$ cat src/rtl/rf_result_checker_pkg.sv
// rf_result_checker_pkg
// Shared definitions for the register-file result checker:
//   - state_t     : checker FSM state encoding
//   - DEF_*       : default parameter values
//   - addr_width  : index width helper that never returns 0
package rf_result_checker_pkg;

    typedef enum logic [1:0] {
        ST_IDLE  = 2'd0,
        ST_CHECK = 2'd1,
        ST_PASS  = 2'd2,
        ST_FAIL  = 2'd3
    } state_t;

    localparam int DEF_DWIDTH  = 16;
    localparam int DEF_NREG    = 4;
    localparam int DEF_DEPTH   = 8;
    localparam int DEF_TIMEOUT = 100;

    // A single-entry table or register file still needs a 1-bit index.
    function automatic int addr_width(input int n);
        return (n > 1) ? $clog2(n) : 1;
    endfunction

endpackage

$ cat src/rtl/rf_check_table.sv
// rf_check_table
// Expectation table: each entry is {register index, expected value}.
// One synchronous write port, one asynchronous read port, and every entry
// is cleared by reset.
// Ports:
//   clk, rst_n          : clock, asynchronous active-low reset
//   we, waddr           : write enable and entry index
//   wreg, wdata         : register index / expected value to store
//   raddr               : read entry index
//   rreg, rdata         : register index / expected value of entry raddr
module rf_check_table
    import rf_result_checker_pkg::*;
#(
    parameter int DWIDTH = DEF_DWIDTH,
    parameter int NREG   = DEF_NREG,
    parameter int DEPTH  = DEF_DEPTH
) (
    input  logic                                clk,
    input  logic                                rst_n,
    input  logic                                we,
    input  logic [addr_width(DEPTH)-1:0]        waddr,
    input  logic [addr_width(NREG)-1:0]         wreg,
    input  logic [DWIDTH-1:0]                   wdata,
    input  logic [addr_width(DEPTH)-1:0]        raddr,
    output logic [addr_width(NREG)-1:0]         rreg,
    output logic [DWIDTH-1:0]                   rdata
);
    localparam int RAW  = addr_width(NREG);
    localparam int IAW  = addr_width(DEPTH);
    // Rounded up to the full index range so any index is a legal access;
    // the checker only ever uses the first DEPTH rows.
    localparam int ROWS = 2 ** IAW;

    logic [RAW+DWIDTH-1:0] mem [ROWS];

    always_ff @(posedge clk or negedge rst_n) begin
        if (!rst_n) begin
            for (int i = 0; i < ROWS; i++) begin
                mem[i] <= '0;
            end
        end else if (we) begin
            mem[waddr] <= {wreg, wdata};
        end
    end

    assign {rreg, rdata} = mem[raddr];

endmodule

$ cat config.mk
export PLATFORM = sky130hd
export DESIGN_NAME = rf_check_table
export DESIGN_NICKNAME = d
export VERILOG_FILES = /design/src/rtl/rf_result_checker_pkg.sv /design/src/rtl/rf_check_table.sv
export SDC_FILE = /design/constraint.sdc
export NUM_CORES = 1
export LEC_CHECK = 0
export CORE_MARGIN = 2
export CORE_UTILIZATION = 56
export CTS_CLUSTER_SIZE = 24
export DETAILED_ROUTE_END_ITERATION = 16
export PLACE_DENSITY = 0.78
export SYNTH_ARGS = -nofsm -noshare
export SYNTH_HDL_FRONTEND = slang
export SYNTH_SLANG_ARGS = --single-unit
$ cat constraint.sdc
create_clock -name clk -period 8.5 [get_ports clk]
set_clock_uncertainty 0.15 [all_clocks]
set_input_delay 2.55 -clock clk [delete_from_list [all_inputs] [get_ports clk]]
set_output_delay 2.55 -clock clk [all_outputs]
set_load 0.01 [all_outputs]
==> results of run 1 <==
## power by group
| group | internal, µW | total [µW] | switching, µW |
|---|---|---|---|
| clock network | 548 | 836 | 288 |
| registers | 837 | 910 | 73.1 |
| logic | 260 | 387 | 126 |
| total | 1650 | 2130 | 487 |
## worst min path at each step
stage	slack (ps)	to	startpoint
after floorplan	320	mem[25]	mem[25]
after global placement	330	mem[9]	mem[9]
after detailed placement	340	mem[10]	mem[10]
after CTS	350	mem[10]	mem[10]
after global routing	360	mem[39]	mem[39]
final	350	mem[10]	mem[10]
## per-stage QoR
stage	hold slack (ps)	total power [µW]
3_5_place_dp	339	1310
5_1_grt	360	2230
4_1_cts	352	2150
2_1_floorplan	324	1170
3_3_place_gp	332	1290
6_report	352	2130
## layer usage
| metal | up-vias | global-route usage (%) | wire (µm) |
|---|---|---|---|
| li1 | 1504 | - | - |
| met1 | 1875 | 30.0 | 5890 |
| met2 | 64 | 34.9 | 6140 |
| met3 | 23 | 6.10 | 434 |
| met4 | 0 | 7.64 | 229 |
| met5 | - | 0 | 0 |
## cells in the mapped netlist
master / n
mux2_2: 152
dfrtp_1: 144
mux4_2: 36
buf_2: 12
mux2_4: 10
buf_6: 6
buf_4: 4
and4bb_2: 3
nand4b_2: 3
buf_1: 1
buf_8: 1
clkbuf_1: 1
nand4_2: 1
nor4b_4: 1
## kinds of logic after synthesis
logic type             after synthesis
multiplexers                       198
flip-flops                         144
AND/OR/NAND/NOR                      8
buffers and inverters               25
## critical path, stage by stage
cell	delay (ps)
buf_2	720
mux4_2	420
mux2_2	290
clkdlybuf4s50_1	480
## area by class of cell
| cell class | instances | area (µm²) |
|---|---|---|
| Fill cell | 779 | 3700 |
| Sequential cell | 144 | 3600 |
| Multi-Input combinational cell | 206 | 2790 |
| Timing Repair Buffer | 48 | 474 |
| Clock buffer | 17 | 425 |
| Clock inverter | 15 | 241 |
| Tap cell | 143 | 179 |
==> impl_metrics.env, run 1 <==
export IMPL_hp_class="reg -> reg"
export IMPL_synthSimpleGateAreaFrac_pct=1.81
export IMPL_clk_pin_slew_ps=60
export IMPL_grt_pass1_wl_mm=20.7
export IMPL_io_pin_count=45
export IMPL_yosysTopAreaCell="dfrtp_1"
export IMPL_diodes=0
export IMPL_nets=444
export IMPL_fin_cells=573
export IMPL_yosys_area_top_type_share_pct=54.8
export IMPL_drt_pre_antenna_iters=4
export IMPL_holdBufCountCts=0
export IMPL_layout_drive_gt1_share_pct=57.0
export IMPL_area_growth_pct=17.3
export IMPL_regMostFlops="mem"
export IMPL_synth_compound_area_share_pct=0
export IMPL_largest_reg_flops=144
export IMPL_place_inst=541
export IMPL_clock_sinks=144
export IMPL_path_max_fanout=36
export IMPL_worst_slack_ps=1330
export IMPL_yosysUniqueCellTypes=14
export IMPL_numCtsBuffers=17
export IMPL_port_buffers=44
export IMPL_clockRootBuffer="clkbuf_16"
export IMPL_rr_worst_depth=1
export IMPL_finalCritPeriodShare_pct=84.3
export IMPL_vias=3466
export IMPL_setup_tns_ps=0
export IMPL_final_common_cell="mux2_2"
export IMPL_synth_top_family_by_area="multiplexers"
export IMPL_cp_endpoint="rdata[14]"
export IMPL_post_cts_buffers=0
export IMPL_synth_area_um2=6580
export IMPL_htree_levels=4
export IMPL_grt_usage_pct=22.1
export IMPL_antenna_found_initial=0
export IMPL_ys_warn_count=0
export IMPL_slew_limit_headroom_pct=36.2
export IMPL_clockBufferDepth=2
export IMPL_gp_congestion=0.686
export IMPL_synth_xor_area_share_pct=0
export IMPL_synth_top_cells_by_area="dfrtp_1, mux2_2, mux4_2, mux2_4, buf_6"
export IMPL_ant_nets=0
export IMPL_ctsResizeCount=0
export IMPL_critPathKind="in -> out"
export IMPL_dpl_worst_slack_ps=1320
export IMPL_coreArea_um2=11400
export IMPL_crit_start="raddr[2]"
export IMPL_rrSetupSlack_ps=7570
export IMPL_post_dp_cell_area_um2=7050
export IMPL_slew_viol_final=0
export IMPL_grt_max_degree=85
export IMPL_fmax_ghz=0.140
export IMPL_yosysSeqAreaShare_pct=54.8
export IMPL_tritoncts="built"
export IMPL_start_kind="input port"
export IMPL_finalSetupViolations=0
export IMPL_syn_nets=402
export IMPL_hold_viol=0
export IMPL_worstMarginPinSlew_ps=957
export IMPL_rsz0062_at_grt="false"
export IMPL_insertion_delay_ps=420
export IMPL_hold_depth=1
export IMPL_status="complete, no violations"
export IMPL_wl_per_cell_um=22.2
export IMPL_period_minus_slack_ps=7170
export IMPL_synth_seq_cells=144
export IMPL_start_util_pct=57.6
export IMPL_biggestRegsByFlops="mem x144"
export IMPL_rr_startpoint="mem[108]"
export IMPL_avgSynthCellArea_um2=17.5
export IMPL_end_kind="output pin"
export IMPL_grt_pass1_vias=3826
export IMPL_cp_data_arrival_time_ps=4470
export IMPL_final_cell_mix="mux2_2, dfrtp_1, clkdlybuf4s50_1"
export IMPL_irDropWorstVdd_uv=240
export IMPL_die_h_um=112
export IMPL_via_per_inst=6.05
export IMPL_die_area_um2=12600
export IMPL_remaining_drc_errors=0
export IMPL_hpwl_mm=6.86
export IMPL_rr_endpoint="mem[108]"
export IMPL_muxShareOfSynthArea_pct=40.6
export IMPL_final_area_um2=7710
export IMPL_cp_data_required_time_ps=5800
export IMPL_num_rows=39
export IMPL_drtIter0Drc=175
export IMPL_overflow=0
export IMPL_final_core_util_pct=67.6
export IMPL_synthAdderAreaFrac_pct=0
export IMPL_max_cap_violations=0
export IMPL_p_leak_uw=0.00322
export IMPL_powerDensity_nw_per_um2=276
export IMPL_totalWireLength_mm=12.7
export IMPL_synthCells=375
export IMPL_die_width_um=112
Power figures use the tool's default switching activity.
==> run 2: changes to the inputs <==
Clock period 8.5 ns to 7.3 ns, I/O delays scaled along.
==> run 2 against run 1 <==
  * Sequential power grew 16%
  * Worst setup slack lost 290 ps
  * Power grew 8.5%
  * Highest routed layer unchanged
  * Via count shrank 0.40%
  * Design area shrank 1.4%
  * Sequential cell count is the same
  * Critical path depth grew 1
  * Combinational power grew 16%
  * Global-route usage shrank 0.12 points
  * Die area is the same
  * Hold slack lost 2.0 ps
==> impl_metrics.env, run 2 (same netlist as run 1, synthesis figures left out) <==
export IMPL_status="complete, no violations"
export IMPL_clockBufferDepth=2
export IMPL_nets=445
export IMPL_slew_viol_final=0
export IMPL_wl_per_cell_um=21.8
export IMPL_internal_power_uw=1780
export IMPL_num_rows=39
export IMPL_post_cts_buffers=0
export IMPL_clockRootBuffer="clkbuf_16"
export IMPL_antenna_found_initial=0
export IMPL_vias=3452
export IMPL_rr_endpoint="mem[142]"
export IMPL_hp_start="mem[28]"
export IMPL_port_buffers=44
export IMPL_ant_nets=0
export IMPL_hpwl_mm=6.92
export IMPL_rr_worst_depth=1
export IMPL_htree_levels=4
export IMPL_p_switching_uw=535
export IMPL_via_per_inst=6.01
export IMPL_hold_path_end="mem[28]"
export IMPL_drtIter0Drc=159
export IMPL_swShare_pct=23.1
export IMPL_final_fill_count=806
export IMPL_regMostFlops="mem"
export IMPL_numCtsBuffers=17
export IMPL_final_area_um2=7610
export IMPL_start_util_pct=57.6
export IMPL_start_kind="input port"
export IMPL_end_kind="output pin"
export IMPL_finalCritPeriodShare_pct=85.7
export IMPL_gp_congestion=0.703
export IMPL_grt_pass1_wl_mm=20.8
export IMPL_overflow=0
export IMPL_slew_limit_headroom_pct=38.7
export IMPL_cp_data_required_time_ps=4960
export IMPL_powerDensity_nw_per_um2=304
export IMPL_die_h_um=112
export IMPL_biggestRegsByFlops="mem x144"
export IMPL_path_max_fanout=36
export IMPL_critPathKind="in -> out"
export IMPL_whs_ps=350
export IMPL_hp_class="reg -> reg"
export IMPL_combPwrFrac_pct=19.4
export IMPL_die_area_um2=12600
export IMPL_die_width_um=112
export IMPL_totalWireLength_mm=12.5
export IMPL_dr_wl_met3_um=432
export IMPL_pwr_share_seq_pct=45.8
export IMPL_clock_sinks=144
export IMPL_fmax_ghz=0.160
export IMPL_clk_pin_slew_ps=50
export IMPL_rrSetupSlack_ps=6360
export IMPL_tritoncts="built"
export IMPL_ctsResizeCount=0
export IMPL_grt_pass1_vias=3825
export IMPL_insertion_delay_ps=410
export IMPL_final_cell_mix="mux2_2, dfrtp_1, clkdlybuf4s50_1"
export IMPL_post_dp_cell_area_um2=7060
export IMPL_area_growth_pct=15.7
export IMPL_grt_usage_pct=21.9
export IMPL_fin_cells=574
export IMPL_place_inst=542
export IMPL_hold_depth=1
export IMPL_final_core_util_pct=66.6
export IMPL_top_layer="met4"
export IMPL_clkPwrFrac_pct=34.8
export IMPL_largest_reg_flops=144
export IMPL_drt_pre_antenna_iters=4
export IMPL_grt_max_degree=82
export IMPL_met2_length_mm=6.00
export IMPL_diodes=0
export IMPL_finalSetupViolations=0
export IMPL_io_pin_count=45
export IMPL_setup_tns_ps=0
export IMPL_hold_viol=0
export IMPL_wl_met1_mm=5.94
export IMPL_period_minus_slack_ps=6260
export IMPL_layout_drive_gt1_share_pct=55.9
export IMPL_p_leak_uw=0.00319
export IMPL_remaining_drc_errors=0
export IMPL_rr_startpoint="mem[142]"
export IMPL_max_cap_violations=0
export IMPL_cp_data_arrival_time_ps=3920
export IMPL_holdBufCountCts=0
export IMPL_worstMarginPinSlew_ps=918
export IMPL_irDropWorstVdd_uv=256
export IMPL_rsz0062_at_grt="false"
export IMPL_coreArea_um2=11400
export IMPL_final_common_cell="mux2_2"
## run 2: power groups by stage
stage	registers (µW)	clock network, µW	logic, µW
2_1_floorplan	1040	0	323
3_3_place_gp	1060	0	439
3_5_place_dp	1070	0	454
4_1_cts	1060	823	457
5_1_grt	1080	859	484
6_report	1060	807	449
## run 2: layout make-up
class / count / area [µm²] / share of cell area (%)
Multi-Input combinational cell: 206 / 2790 / 36.7
Sequential cell: 144 / 3600 / 47.4
Clock buffer: 26 / 499 / 6.56
Timing Repair Buffer: 49 / 482 / 6.33
Clock inverter: 6 / 55.1 / 0.723
Tap cell: 143 / 179 / 2.35
## run 2: per-layer routing
layer	vias up	GRT usage, %
met3	12	6.05
met1	1864	30.7
met2	54	34.7
met4	0	5.61
met5	-	0
li1	1522	-
## run 2: worst max path at each step
stage          slack, ps       end  startpoint
2_1_floorplan       1620  rdata[0]    raddr[0]
3_3_place_gp        1020  rdata[4]    raddr[0]
3_5_place_dp        1020  rdata[4]    raddr[0]
4_1_cts             1020  rdata[4]    raddr[0]
5_1_grt              940  rdata[4]    raddr[0]
6_report            1040  rdata[4]    raddr[0]
## run 2: critical path: stages
cell and delay [ps]:
buf_2 100, buf_12 280, mux4_2 540, mux2_2 300, clkdlybuf4s50_1 480
## run 2: through the flow
step | worst slack, ps | total power, µW
floorplan | 1620 | 1360
global placement | 1020 | 1500
detailed placement | 1020 | 1520
CTS | 1020 | 2340
global route | 944 | 2420
finish | 1040 | 2310
==> run 3: changes to the inputs <==
Settings changed: ABC_AREA set to 1, HOLD_SLACK_MARGIN set to 0.08, PLACE_DENSITY 0.78 to not set, PLACE_DENSITY_LB_ADDON set to 0.25.
==> run 3 against run 2 <==
  * Power grew 0.18%
  * Die area grew 8.1%
  * Non-clock buffer count is 4 higher
  * Worst setup slack worse by 290 ps
  * Maximum frequency decreased by 4.5%
  * Via count is 75% higher
  * Clock power is 7.6% higher
  * Count of clock-buffer cells in the layout shrank 2
  * Design area is 8.0% higher
  * Critical path depth is 3 higher
==> impl_metrics.env, run 3 <==
export IMPL_synthAdderAreaFrac_pct=0
export IMPL_grt_pass1_wl_mm=29.0
export IMPL_cp_top_family="buffers and inverters"
export IMPL_fmax_ghz=0.153
export IMPL_slew_limit_headroom_pct=42.9
export IMPL_max_cap_violations=0
export IMPL_biggestRegsByFlops="mem x144"
export IMPL_synth_top_family_by_area="simple AND/OR/NAND/NOR gates"
export IMPL_rr_worst_depth=2
export IMPL_final_common_cell="nand2_1"
export IMPL_synth_xor_area_share_pct=0
export IMPL_ant_nets=0
export IMPL_htree_levels=4
export IMPL_gp_congestion=0.794
export IMPL_status="complete, no violations"
export IMPL_dpl_worst_slack_ps=746
export IMPL_drtIter0Drc=722
export IMPL_p_leak_uw=0.00439
export IMPL_die_area_um2=13600
export IMPL_overflow=0
export IMPL_cp_data_required_time_ps=4960
export IMPL_grt_max_degree=95
export IMPL_synth_seq_cells=144
export IMPL_hold_viol=0
export IMPL_syn_nets=996
export IMPL_ctsResizeCount=0
export IMPL_numCtsBuffers=17
export IMPL_tritoncts="built"
export IMPL_clock_sinks=144
export IMPL_nets=1019
export IMPL_synthFlopType="dfrtp_1"
export IMPL_irDropWorstVdd_uv=223
export IMPL_rrSetupSlack_ps=6400
export IMPL_rr_startpoint="mem[18]"
export IMPL_clockBufferDepth=2
export IMPL_synthCells=969
export IMPL_crit_top_cell="nand2_1"
export IMPL_synth_most_common_cell="nand2_1"
export IMPL_synth_area_um2=7130
export IMPL_hp_class="reg -> reg"
export IMPL_hold_depth=2
export IMPL_wl_per_cell_um=15.0
export IMPL_diodes=0
export IMPL_synth_common_cells="nand2_1, inv_1, dfrtp_1, o21ai_0, nand3_1"
export IMPL_setup_tns_ps=0
export IMPL_rr_endpoint="mem[18]"
export IMPL_yosysTopAreaCell="dfrtp_1"
export IMPL_finalCritPeriodShare_pct=89.7
export IMPL_ys_warn_count=0
export IMPL_final_cell_mix="nand2_1, inv_1, dfrtp_1"
export IMPL_clk_pin_slew_ps=60
export IMPL_worstMarginPinSlew_ps=857
export IMPL_period_minus_slack_ps=6550
export IMPL_end_kind="output pin"
export IMPL_start_kind="input port"
export IMPL_critPathKind="in -> out"
export IMPL_vias=6025
export IMPL_hp_start="mem[142]"
export IMPL_cp_slowest_cell="clkdlybuf4s50_1"
export IMPL_worst_slack_ps=748
export IMPL_start_util_pct=56.9
export IMPL_largest_reg_flops=144
export IMPL_async_reset_ff_share_pct=100
export IMPL_max_stage_delay_ps=500
export IMPL_worstPathCellList="clkdlybuf4s50_1 -> clkinv_1 -> buf_4 -> nand3_1 -> nand2_1 -> nand2_1 -> nand2_1 -> clkdlybuf4s50_1"
export IMPL_synth_top_cells_by_area="dfrtp_1, nand2_1, o21ai_0, inv_1, nand3_1"
export IMPL_holdBufCountCts=0
export IMPL_clockRootBuffer="clkbuf_16"
export IMPL_muxShareOfSynthArea_pct=0
export IMPL_layout_drive_gt1_share_pct=6.67
export IMPL_synth_compound_area_share_pct=10.7
export IMPL_crit_buf_inv=4
export IMPL_rsz0062_at_grt="false"
export IMPL_die_width_um=117
export IMPL_io_pin_count=45
export IMPL_regMostFlops="mem"
export IMPL_whs_ps=333
export IMPL_post_cts_buffers=0
export IMPL_powerDensity_nw_per_um2=282
export IMPL_synth_edf_count=0
export IMPL_grt_met1_usage_pct=39.6
export IMPL_insertion_delay_ps=420
export IMPL_hpwl_mm=10.2
export IMPL_area_growth_pct=15.3
export IMPL_fin_total_pwr_uw=2320
export IMPL_yosysUniqueCellTypes=19
export IMPL_via_per_inst=5.12
export IMPL_antenna_found_initial=0
export IMPL_num_rows=41
export IMPL_cp_data_arrival_time_ps=4210
export IMPL_grt_pass1_vias=5647
export IMPL_port_buffers=44
export IMPL_grt_busiest_layer="met2"
export IMPL_yosysSeqAreaShare_pct=50.6
export IMPL_slew_viol_final=0
export IMPL_synthSimpleGateAreaFrac_pct=26.3
export IMPL_finalSetupViolations=0
export IMPL_yosys_area_top_type_share_pct=50.6
export IMPL_hold_path_end="mem[142]"
export IMPL_remaining_drc_errors=0
export IMPL_drt_pre_antenna_iters=6
export IMPL_avgSynthCellArea_um2=7.35
export IMPL_coreArea_um2=12500
export IMPL_die_h_um=117
export IMPL_path_max_fanout=15
export IMPL_totalWireLength_mm=17.6
export IMPL_grt_met3_usage_pct=5.46
export IMPL_grt_use_met2_pct=44.5
export IMPL_grt_usage_pct=28.2
==> run 3: changes by cell type after synthesis, moves of 12 or more <==
cell and change:
buf_2 +14, inv_1 +164, mux2_2 -152, mux4_2 -36, nand2_1 +378, nand3_1 +72, o21ai_0 +132, o21ai_2 +12
==> run 3: power breakdown <==
part           internal [µW]  switching, µW  total, µW
Sequential               950           74.5       1020
Combinational            172            255        426
Clock                    539            328        868
==> run 3: layer usage <==
layer / share of wire, % / up-vias / wire, µm
li1: - / 2983 / -
met1: 45 / 2828 / 7940
met2: 48 / 184 / 8410
met3: 5.7 / 30 / 1000
met4: 1.5 / 0 / 269
met5: 0 / - / 0
==> run 3: metrics by stage <==
step,util [%],std cells,cell area [µm²]
after floorplan,-,969,7130
after global placement,60.9,1145,7620
after detailed placement,60.9,1145,7620
after CTS,65.7,1177,8220
after global routing,65.7,1177,8220
final,65.7,1177,8220
==> run 3: area by class of cell <==
class / count / area (µm²)
Tap cell: 172 / 215
Multi-Input combinational cell: 607 / 2640
Clock buffer: 24 / 492
Inverter: 169 / 634
Clock inverter: 8 / 103
Sequential cell: 144 / 3600
Fill cell: 1098 / 4300
Timing Repair Buffer: 53 / 529
==> run 3: worst max-delay path by stage <==
stage	cells past startpoint	slack, ps	to	start
2_1_floorplan	7	1980	rdata[10]	raddr[1]
3_3_place_gp	8	720	rdata[2]	raddr[1]
3_5_place_dp	8	750	rdata[2]	raddr[1]
4_1_cts	8	720	rdata[9]	raddr[1]
5_1_grt	8	640	rreg[0]	raddr[1]
6_report	8	750	rdata[9]	raddr[1]
==> run 3: logic make-up (layout without fill, tap and decap cells) <==
group,Yosys count,count (layout)
flops,144,144
simple gates,463,463
buf+inv,218,254
compound gates,144,144
==> run 3: worst min-delay path, delay by kind of cell, from the launching register on <==
kind / cells / cell delay, ps
flops: 1 / 340
compound gates: 1 / 60
simple gates: 1 / 50
